$ cat src/rtl/even_parity_serializer_pkg.sv
// Shared types and constants for the even-parity serializer and its parity helpers.
package even_parity_serializer_pkg;

  typedef enum logic [1:0] {
    StIdle   = 2'd0,
    StShift  = 2'd1,
    StParity = 2'd2
  } state_e;

  localparam logic PAR_EVEN = 1'b0;
  localparam logic PAR_ODD  = 1'b1;

  localparam int unsigned DefaultDataW = 8;

endpackage

$ cat src/rtl/even_parity_serializer_accum.sv
// 1-bit sequential XOR accumulator; clr has priority over en.
module parity_accum (
  input  logic clk,
  input  logic rst,
  input  logic clr,
  input  logic en,
  input  logic d,
  output logic q
);

  logic q_q;

  always_ff @(posedge clk) begin
    if (rst || clr) begin
      q_q <= 1'b0;
    end else if (en) begin
      q_q <= q_q ^ d;
    end
  end

  assign q = q_q;

endmodule

$ cat src/rtl/even_parity_serializer.sv
// Accepts a parallel word, shifts it out LSB-first and appends a parity beat as the frame's last
// beat.
module even_parity_serializer
  import even_parity_serializer_pkg::*;
#(
  parameter int unsigned DATA_W = DefaultDataW,
  parameter int unsigned ODD    = 0,
  parameter int unsigned CNT_W  = 16
) (
  input  logic              clk,
  input  logic              rst,
  input  logic              in_valid,
  output logic              in_ready,
  input  logic [DATA_W-1:0] in_data,
  output logic              ser_valid,
  input  logic              ser_ready,
  output logic              ser_out,
  output logic              ser_last,
  output logic              busy,
  output logic [CNT_W-1:0]  frame_cnt
);

  localparam int unsigned     BitW    = (DATA_W > 1) ? $clog2(DATA_W) : 1;
  localparam logic [BitW-1:0] LastBit = BitW'(DATA_W - 1);
  localparam logic            ParInv  = (ODD != 0) ? PAR_ODD : PAR_EVEN;

  state_e            state_q, state_d;
  logic [DATA_W-1:0] shreg_q, shreg_d;
  logic [BitW-1:0]   bitcnt_q, bitcnt_d;
  logic [CNT_W-1:0]  frame_cnt_q, frame_cnt_d;
  logic              acc_clr, acc_en, acc_q;

  always_comb begin
    state_d     = state_q;
    shreg_d     = shreg_q;
    bitcnt_d    = bitcnt_q;
    frame_cnt_d = frame_cnt_q;
    acc_clr     = 1'b0;
    acc_en      = 1'b0;
    in_ready    = 1'b0;
    ser_valid   = 1'b0;
    ser_out     = 1'b0;
    ser_last    = 1'b0;

    unique case (state_q)
      StIdle: begin
        in_ready = 1'b1;
        if (in_valid) begin
          shreg_d  = in_data;
          bitcnt_d = '0;
          acc_clr  = 1'b1;
          state_d  = StShift;
        end
      end
      StShift: begin
        ser_valid = 1'b1;
        ser_out   = shreg_q[0];
        if (ser_ready) begin
          acc_en   = 1'b1;
          shreg_d  = shreg_q >> 1;
          bitcnt_d = bitcnt_q + 1'b1;
          if (bitcnt_q == LastBit) begin
            state_d = StParity;
          end
        end
      end
      StParity: begin
        ser_valid = 1'b1;
        ser_out   = acc_q ^ ParInv;
        ser_last  = 1'b1;
        if (ser_ready) begin
          frame_cnt_d = frame_cnt_q + 1'b1;
          state_d     = StIdle;
        end
      end
      default: state_d = StIdle;
    endcase

    // Reset aborts any frame immediately: no handshake or beat is visible while rst is high.
    if (rst) begin
      in_ready  = 1'b0;
      ser_valid = 1'b0;
      ser_out   = 1'b0;
      ser_last  = 1'b0;
    end
  end

  always_ff @(posedge clk) begin
    if (rst) begin
      state_q     <= StIdle;
      shreg_q     <= '0;
      bitcnt_q    <= '0;
      frame_cnt_q <= '0;
    end else begin
      state_q     <= state_d;
      shreg_q     <= shreg_d;
      bitcnt_q    <= bitcnt_d;
      frame_cnt_q <= frame_cnt_d;
    end
  end

  parity_accum u_parity_accum (
    .clk (clk),
    .rst (rst),
    .clr (acc_clr),
    .en  (acc_en),
    .d   (shreg_q[0]),
    .q   (acc_q)
  );

  assign busy      = (state_q != StIdle) && !rst;
  assign frame_cnt = frame_cnt_q;

endmodule

$ cat config.mk
export PLATFORM = sky130hd
export DESIGN_NAME = even_parity_serializer
export DESIGN_NICKNAME = d
export VERILOG_FILES = /design/src/rtl/even_parity_serializer_pkg.sv /design/src/rtl/even_parity_serializer_accum.sv /design/src/rtl/even_parity_serializer.sv
export SDC_FILE = /design/constraint.sdc
export NUM_CORES = 1
export LEC_CHECK = 0
export BUFFER_PORTS_ARGS = -buffer_cell sky130_fd_sc_hd__buf_2
export CAP_MARGIN = 15
export CORE_MARGIN = 5
export CORE_UTILIZATION = 45
export CTS_BUF_LIST = sky130_fd_sc_hd__clkbuf_8
export DETAILED_ROUTE_END_ITERATION = 10
export GPL_TIMING_DRIVEN = 0
export PLACE_DENSITY_LB_ADDON = 0.12
export SETUP_SLACK_MARGIN = 0.4
export SYNTH_ARGS = -nofsm -noshare
export SYNTH_HDL_FRONTEND = slang
export SYNTH_SLANG_ARGS = --single-unit
$ cat constraint.sdc
create_clock -name clk -period 1.7 [get_ports clk]
set_input_delay 0.34 -clock clk [delete_from_list [all_inputs] [get_ports clk]]
set_output_delay 0.34 -clock clk [all_outputs]
set_load 0.05 [all_outputs]
==> results_tabular.tex, run 1 <==
\begin{tabular}{lr}
\hline
Metric & Value \\
\hline
\multicolumn{2}{l}{\textbf{Critical path}} \\
\quad Max incr delay on CP & 0.35 ns \\
\quad Cells on worst reg2reg path & 9 \\
\quad Buffers and inverters on the worst path & 2 \\
\quad Data required time of the worst path & 1.36 ns \\
\quad Startpoint of the worst-slack reg-to-reg timing path & state\_q[1] \\
\quad Startpoint type of the worst setup path & register \\
\quad Series of cell instances along the critical path & buf\_4 -> ha\_4 -> a22oi\_2 -> nor2b\_4 -> buf\_8 \\
\quad R2R setup slack & 0.07 ns \\
\quad Stages on the worst setup path & 5 \\
\quad Crit path capture type & output pin \\
\quad Largest fanout of any net on the critical path & 4 \\
\quad Data arrival at the endpoint of the critical path & 1.41 ns \\
\quad Cell family contributing the most delay on the critical path & flip-flops \\
\quad Cell at the slowest stage of the critical path & sky130\_fd\_sc\_hd\_\_dfxtp\_4 \\
\quad Category of the most critical setup path & reg -> out \\
\quad Endpoint of the worst register-to-register path & frame\_cnt[10] \\
\multicolumn{2}{l}{\textbf{Finish}} \\
\quad Share of cells above drive strength 1 & 51.1\% \\
\quad Antenna diode instance count & 0 \\
\quad Commonest non-fill, non-tap cells in the layout & 20 x sky130\_fd\_sc\_hd\_\_buf\_2, 18 x sky130\_fd\_sc\_hd\_\_nor2\_1, 15 x sky130\_fd\_sc\_hd\_\_buf\_6, 15 x sky130\_fd\_sc\_hd\_\_dfxtp\_1, 13 x sky130\_fd\_sc\_hd\_\_buf\_4 \\
\quad Number of fillers in the final layout & 249 \\
\quad Net total in the final layout & 241 \\
\quad Most frequent standard cell in the layout excluding fill and tap cells & sky130\_fd\_sc\_hd\_\_buf\_2 \\
\quad Core utilization of the finished layout & 68.9\% \\
\quad Area grow syn2layout & 49.6\% \\
\multicolumn{2}{l}{\textbf{Drt}} \\
\quad Antenna viol nets, final & 0 \\
\quad Final wirelength & 3780 um \\
\quad Starting DRT DRC Count & 45 \\
\quad Number of optimization iterations in the first detailed-route pass & 4 \\
\quad Vias per cell & 5.25 \\
\quad Routed wire length on met3 & 201 um \\
\quad Highest routing layer actually used & met4 \\
\quad Number of vias after detailed routing & 1401 \\
\quad Count of unresolved DRC violations after routing & 0 \\
\quad Sum of met2 wire segment lengths after detailed routing & 1930 um \\
\quad Sum of routed wire segments on met1 & 1600 um \\
\quad WL/cell & 14.2 um \\
\multicolumn{2}{l}{\textbf{Place}} \\
\quad Post-DP HPWL & 2450 um \\
\quad Global placer's final weighted congestion & 0.777 \\
\quad Count of port buffers added during placement & 30 \\
\multicolumn{2}{l}{\textbf{Die}} \\
\quad Site row count & 21 \\
\quad Effective utilization at floorplan & 46.1\% \\
\quad Height of the chip & 68.0 um \\
\quad DIE AREA & 4620 um\^{}2 \\
\quad Core footprint & 3280 um\^{}2 \\
\quad Chip Width & 68.0 um \\
\quad Number of I/O pins & 33 \\
\multicolumn{2}{l}{\textbf{Logic synthesis}} \\
\quad Post-synth net total & 185 \\
\quad Number of library cell types mapped by synthesis & 29 \\
\quad Dominant cells by area after synthesis & sky130\_fd\_sc\_hd\_\_dfxtp\_1 40\%, sky130\_fd\_sc\_hd\_\_xor2\_1 6.9\%, sky130\_fd\_sc\_hd\_\_ha\_1 6.6\% \\
\quad Gate count after technology mapping & 165 \\
\quad Fraction of post-synthesis cell area in the top cell type by area & 39.7\% \\
\quad Most area-hungry cell type in the Yosys netlist & sky130\_fd\_sc\_hd\_\_dfxtp\_1 \\
\quad Count of state elements after synthesis & 30 \\
\quad Mean post-synth cell area & 9.17 um\^{}2 \\
\quad Count of synthesis-stage warnings from yosys & 0 \\
\quad Combined area of all synthesized cells & 1510 um\^{}2 \\
\quad Sequential share of the synthesized area & 39.7\% \\
\multicolumn{2}{l}{\textbf{Worst hold path}} \\
\quad Hold-critical path depth & 2 \\
\quad Worst hold path class & in -> reg \\
\quad WHS Endpoint & shreg\_q[5] \\
\quad Startpoint of the most critical hold path & rst \\
\multicolumn{2}{l}{\textbf{Job}} \\
\quad Maximum capacitance violations & 0 \\
\multicolumn{2}{l}{\textbf{STA}} \\
\quad Final clock period utilization by the worst path & 103\% \\
\quad Setup ws final & -0.0526 ns \\
\quad Setup repair after global routing missed its margin & true \\
\quad Max-slew headroom at the worst pin & 83.0\% \\
\quad Hold WS & 0.305 ns \\
\quad Transition time of the tightest slew-check pin & 0.252 ns \\
\quad Number of endpoints failing setup at the final stage & 1 \\
\quad Achievable clock frequency & 0.571 GHz \\
\quad Clock Skews & 0.00450 ns \\
\quad Final hold violation count & 0 \\
\quad Number of pins exceeding their max-slew limit in the final report & 0 \\
\quad Final critical-path required period & 1.75 ns \\
\multicolumn{2}{l}{\textbf{CTS}} \\
\quad Cell chosen for the clock root & sky130\_fd\_sc\_hd\_\_clkbuf\_8 \\
\quad Clock tree sinks & 30 \\
\quad TritonCTS clock tree & yes \\
\quad Buffer depth of the longest clock path & 2 \\
\quad Clk\_lat worst skew & 0.27 ns \\
\quad Hold buffer count at CTS & 0 \\
\quad H-tree depth & 2 \\
\quad Total CTS buffers & 5 \\
\quad Clock slew at the register clock pins of the worst setup and hold paths & 0.06 ns \\
\multicolumn{2}{l}{\textbf{Pwr}} \\
\quad Worst vdd rail ir drop & 0.954 mV \\
\quad Power per standard cell area & 1440 nW/um\^{}2 \\
\quad P\_leak & 0.000929 uW \\
\multicolumn{2}{l}{\textbf{Global routing}} \\
\quad Pin count of the biggest net entering global routing & 11 \\
\quad Remaining global-route overflow & 0 \\
\quad Total Routing Usage GR & 17.3\% \\
\quad Antenna violations before repair & 0 \\
\quad Via count of the first global-routing pass & 1359 \\
\quad First-pass GRT wire length & 5960 um \\
\multicolumn{2}{l}{\textbf{Outcome}} \\
\quad Violated checks & negative setup slack \\
\quad Status & finished, violations left \\
\hline
\end{tabular}
## layout make-up
class                           instances  area, um^2  share of cell area (%)
Clock buffer                            6        82.6                    3.65
Timing Repair Buffer                   49         370                    16.4
Clock inverter                          1        30.0                    1.33
Inverter                                2        12.5                   0.553
Multi-Input combinational cell        123         970                    42.8
Tap cell                               46        57.6                    2.54
Buffer                                 10         111                    4.92
Sequential cell                        30         629                    27.8
## routing by layer
layer	global-route usage, %	up-vias
li1	-	694
met1	18.5	667
met2	31.5	33
met3	5.09	7
met4	6.95	0
met5	0	-
## through the flow
step,setup slack [ns],area (um^2),std cells,setup TNS [ns],power [uW]
floorplan,0.00840,1620,165,0,1820
global placement,-0.0176,1830,241,-0.0445,1990
detailed placement,-0.0655,1830,241,-0.188,2030
CTS,-0.0124,2150,263,-0.0124,3140
global route,-0.0866,2260,267,-0.118,3440
finish,-0.0526,2260,267,-0.0526,3250
## worst register-to-register path, stage by stage (launching register included)
cell	delay (ns)
sky130_fd_sc_hd__dfxtp_4	0.35
sky130_fd_sc_hd__buf_4	0.13
sky130_fd_sc_hd__ha_4	0.17
sky130_fd_sc_hd__buf_6	0.12
sky130_fd_sc_hd__and4_1	0.17
sky130_fd_sc_hd__buf_6	0.12
sky130_fd_sc_hd__buf_4	0.13
sky130_fd_sc_hd__nand4_1	0.10
sky130_fd_sc_hd__xor2_1	0.16
sky130_fd_sc_hd__nor2_1	0.05
## Yosys cell counts (all sizes together)
library cell and n:
a211oi 8, a21oi 11, a22oi 1, and2 1
and3 1, and4 4, buf 5, clkbuf 5
dfxtp 30, ha 8, inv 2, mux2i 8
nand2 8, nand2b 1, nand3 11, nand3b 2
nand4 5, nor2 20, nor2b 6, o21a 1
o21ai 11, or3 4, xor2 12
## report_power, final
part	total [uW]	internal [uW]	switching, uW	leakage [uW]
sequential	898	821	77.0	0.000253
clock	723	468	255	0.0000573
combinational	1630	826	808	0.000620
total	3250	2110	1140	0.000929
## flip-flops by register name, indices dropped and copies added, names as in the netlist
name and cells:
shreg_q 8, u_parity_accum.q 1, bitcnt_q 3, frame_cnt 16
state_q 2
## timing repair
| action | CTS | global route |
|---|---|---|
| gates cloned | 1 | 0 |
| gates resized for setup | 29 | 24 |
| buffers inserted | 14 | 4 |
| pin swaps | 21 | 10 |
| endpoints found under the setup margin | 32 | 36 |
| hold endpoints to repair | 0 | 0 |
## how the worst max path moves through the flow
stage | start | end | slack (ns)
2_1_floorplan | state_q[0] | ser_out | 0.008
3_3_place_gp | state_q[0] | frame_cnt[15] | -0.02
3_5_place_dp | state_q[0] | frame_cnt[11] | -0.07
4_1_cts | state_q[1] | ser_out | -0.01
5_1_grt | state_q[1] | ser_out | -0.09
6_report | state_q[1] | ser_out | -0.05
## logic make-up after synthesis
logic type,after synthesis,share of synthesized area (%)
buf+inv,12,6.37
compound gates,32,12.2
flops,30,39.7
xor+xnor,12,6.95
simple gates,63,22.8
fa+ha+maj,8,6.62
mux,8,5.29
Note: power is estimated with default switching activity, not from simulation.
==> run 2, diff against run 1 <==
--- a/config.mk
+++ b/config.mk
@@ -5,14 +5,13 @@
 export SDC_FILE = /design/constraint.sdc
 export NUM_CORES = 1
 export LEC_CHECK = 0
-export BUFFER_PORTS_ARGS = -buffer_cell sky130_fd_sc_hd__buf_2
 export CAP_MARGIN = 15
 export CORE_MARGIN = 5
 export CORE_UTILIZATION = 45
 export CTS_BUF_LIST = sky130_fd_sc_hd__clkbuf_8
 export DETAILED_ROUTE_END_ITERATION = 10
+export DONT_BUFFER_PORTS = 1
 export GPL_TIMING_DRIVEN = 0
-export PLACE_DENSITY_LB_ADDON = 0.12
 export SETUP_SLACK_MARGIN = 0.4
 export SYNTH_ARGS = -nofsm -noshare
 export SYNTH_HDL_FRONTEND = slang
==> run 2 against run 1 <==
  * Clock power is essentially flat
  * Largest cell class unchanged
  * Flip-flop and latch count is the same
  * Hold slack lost 0.15 ns
  * Register-to-register slack lost 0.17 ns
  * Critical path depth shrank 1
  * Sequential power shrank 0.7%
  * Power grew 6.2%
  * Largest power group unchanged
  * Cell count shrank 9.0%
  * Count of clock-buffer cells in the layout is the same
  * Die area is the same
  * Cell area shrank 2.5%
  * Non-clock buffer count shrank 25
  * The flow still finishes with violations (negative setup slack)
==> results_tabular.tex, run 2 (same netlist as run 1, synthesis figures left out) <==
\begin{tabular}{lr}
\hline
Metric & Value \\
\hline
\multicolumn{2}{l}{\textbf{Outcome}} \\
\quad Status & finished, violations left \\
\quad Violated checks & negative setup slack \\
\multicolumn{2}{l}{\textbf{CTS}} \\
\quad Total CTS buffers & 5 \\
\quad TritonCTS clock tree & yes \\
\quad Buffer depth of the longest clock path & 2 \\
\quad Clock tree sinks & 30 \\
\quad Cell chosen for the clock root & sky130\_fd\_sc\_hd\_\_clkbuf\_8 \\
\quad Clock slew at the register clock pins of the worst setup and hold paths & 0.06 ns \\
\quad H-tree depth & 2 \\
\quad Clk\_lat worst skew & 0.28 ns \\
\multicolumn{2}{l}{\textbf{Drt}} \\
\quad Number of vias after detailed routing & 1308 \\
\quad Number of optimization iterations in the first detailed-route pass & 4 \\
\quad Count of unresolved DRC violations after routing & 0 \\
\quad Vias per cell & 5.38 \\
\quad Final wirelength & 3950 um \\
\quad Antenna viol nets, final & 0 \\
\quad Starting DRT DRC Count & 58 \\
\quad WL/cell & 16.3 um \\
\multicolumn{2}{l}{\textbf{Finish}} \\
\quad Share of cells above drive strength 1 & 51.8\% \\
\quad Finished layout cell area & 2210 um\^{}2 \\
\quad Core utilization of the finished layout & 67.2\% \\
\quad Antenna diode instance count & 0 \\
\quad Net total in the final layout & 217 \\
\quad Most frequent standard cell in the layout excluding fill and tap cells & sky130\_fd\_sc\_hd\_\_buf\_6 \\
\quad Commonest non-fill, non-tap cells in the layout & 18 x sky130\_fd\_sc\_hd\_\_buf\_6, 14 x sky130\_fd\_sc\_hd\_\_nor2\_1, 13 x sky130\_fd\_sc\_hd\_\_dfxtp\_2, 12 x sky130\_fd\_sc\_hd\_\_xor2\_1, 12 x sky130\_fd\_sc\_hd\_\_dfxtp\_1 \\
\quad Number of flip-flops under the largest register name & 16 \\
\quad Area grow syn2layout & 45.8\% \\
\multicolumn{2}{l}{\textbf{Global routing}} \\
\quad Antenna violations before repair & 0 \\
\quad Via count of the first global-routing pass & 1321 \\
\quad Pin count of the biggest net entering global routing & 11 \\
\quad Total Routing Usage GR & 17.7\% \\
\quad First-pass GRT wire length & 6140 um \\
\quad Remaining global-route overflow & 0 \\
\multicolumn{2}{l}{\textbf{Job}} \\
\quad Maximum capacitance violations & 0 \\
\multicolumn{2}{l}{\textbf{Critical path}} \\
\quad Largest fanout of any net on the critical path & 2 \\
\quad Series of cell instances along the critical path & inv\_4 -> ha\_4 -> nor2b\_4 -> nor2b\_4 \\
\quad Data required time of the worst path & 1.36 ns \\
\quad Max incr delay on CP & 0.44 ns \\
\quad Crit path capture type & output pin \\
\quad Category of the most critical setup path & reg -> out \\
\quad Cell at the slowest stage of the critical path & sky130\_fd\_sc\_hd\_\_nor2b\_4 \\
\quad Cells on worst reg2reg path & 9 \\
\quad Most prevalent standard cell on the critical path & sky130\_fd\_sc\_hd\_\_nor2b\_4 \\
\quad Endpoint of the worst register-to-register path & frame\_cnt[13] \\
\quad Startpoint type of the worst setup path & register \\
\quad Startpoint of the worst-slack reg-to-reg timing path & state\_q[0] \\
\quad R2R setup slack & -0.10 ns \\
\quad Data arrival at the endpoint of the critical path & 1.73 ns \\
\multicolumn{2}{l}{\textbf{Place}} \\
\quad Placement Cell Area & 1680 um\^{}2 \\
\quad Post-DP HPWL & 2420 um \\
\quad Count of port buffers added during placement & 0 \\
\quad Pre-CTS worst setup slack & -0.0861 ns \\
\quad Global placer's final weighted congestion & 0.717 \\
\multicolumn{2}{l}{\textbf{Die}} \\
\quad DIE AREA & 4620 um\^{}2 \\
\quad Site row count & 21 \\
\quad Core footprint & 3280 um\^{}2 \\
\quad Effective utilization at floorplan & 46.1\% \\
\quad Chip Width & 68.0 um \\
\quad Number of I/O pins & 33 \\
\quad Height of the chip & 68.0 um \\
\multicolumn{2}{l}{\textbf{Worst hold path}} \\
\quad Hold-critical path depth & 1 \\
\quad Startpoint of the most critical hold path & in\_valid \\
\quad WHS Endpoint & u\_parity\_accum.q \\
\quad Worst hold path class & in -> reg \\
\multicolumn{2}{l}{\textbf{STA}} \\
\quad Number of pins exceeding their max-slew limit in the final report & 0 \\
\quad Final clock period utilization by the worst path & 122\% \\
\quad Setup ws final & -0.369 ns \\
\quad Setup repair after global routing missed its margin & true \\
\quad Number of endpoints failing setup at the final stage & 11 \\
\quad Max-slew headroom at the worst pin & 67.6\% \\
\quad Final hold violation count & 0 \\
\quad Transition time of the tightest slew-check pin & 0.484 ns \\
\quad Clock Skews & 0.00479 ns \\
\quad Summed negative setup slack over all endpoints & -0.796 ns \\
\quad Achievable clock frequency & 0.483 GHz \\
\quad Final critical-path required period & 2.07 ns \\
\multicolumn{2}{l}{\textbf{Pwr}} \\
\quad Power per standard cell area & 1570 nW/um\^{}2 \\
\quad P\_leak & 0.000813 uW \\
\quad Power after layout & 3460 uW \\
\quad Worst vdd rail ir drop & 0.954 mV \\
\hline
\end{tabular}
[run 2: cell types whose count changed in the layout (fill, tap and decap cells not counted), sizes merged]
cell and delta:
nor2 +1, clkbuf -3, buf -22
[run 2: where the power goes]
group          switching, uW  internal (uW)
Combinational            932            908
Clock                    257            468
Sequential              83.1            809
[run 2: final cells by class]
class | count | area [um^2]
fillers | 254 | 1080
multi-input cells | 124 | 1050
flip-flops and latches | 30 | 636
repair buffers | 24 | 229
plain buffers | 10 | 110
clock buffers | 6 | 82.6
well taps | 46 | 57.6
clock inverters | 1 | 30.0
inverters | 2 | 10.0
[run 2: how the worst max path moves through the flow]
stage,startpoint,slack (ns),end,depth (start not counted)
after floorplan,state_q[0],0.008,ser_out,4
final,state_q[1],-0.37,ser_out,4
after detailed placement,state_q[0],-0.09,frame_cnt[11],6
after CTS,state_q[1],-0.35,ser_out,4
after global routing,state_q[1],-0.41,ser_out,4
after global placement,state_q[0],-0.06,ser_out,4
[run 2: timing repair]
item                       in CTS  in global routing
pin swaps                      17                 16
setup endpoints to repair      32                 34
gates cloned                    2                  0
gates resized for setup        36                 27
setup buffers                  15                  8
hold buffers                    0                  0
[run 2: through the flow]
stage	hold WS (ns)	cells
6_report	0.157	243
5_1_grt	0.141	243
4_1_cts	0.148	235
3_5_place_dp	0.439	211
3_3_place_gp	0.436	211
2_1_floorplan	0.433	165
[run 2: per-layer routing]
layer,up-vias,global-route usage (%),routed length (um)
met4,0,5.96,31
li1,644,-,-
met5,-,0,0
met1,628,19.0,1620
met2,32,31.4,2070
met3,4,7.06,236
[run 2: worst max-delay path, delay by kind of cell, from the launching register on]
kind | cells | cell delay [ns]
simple gates | 2 | 0.81
flops | 1 | 0.35
buf+inv | 1 | 0.04
fa+ha+maj | 1 | 0.25
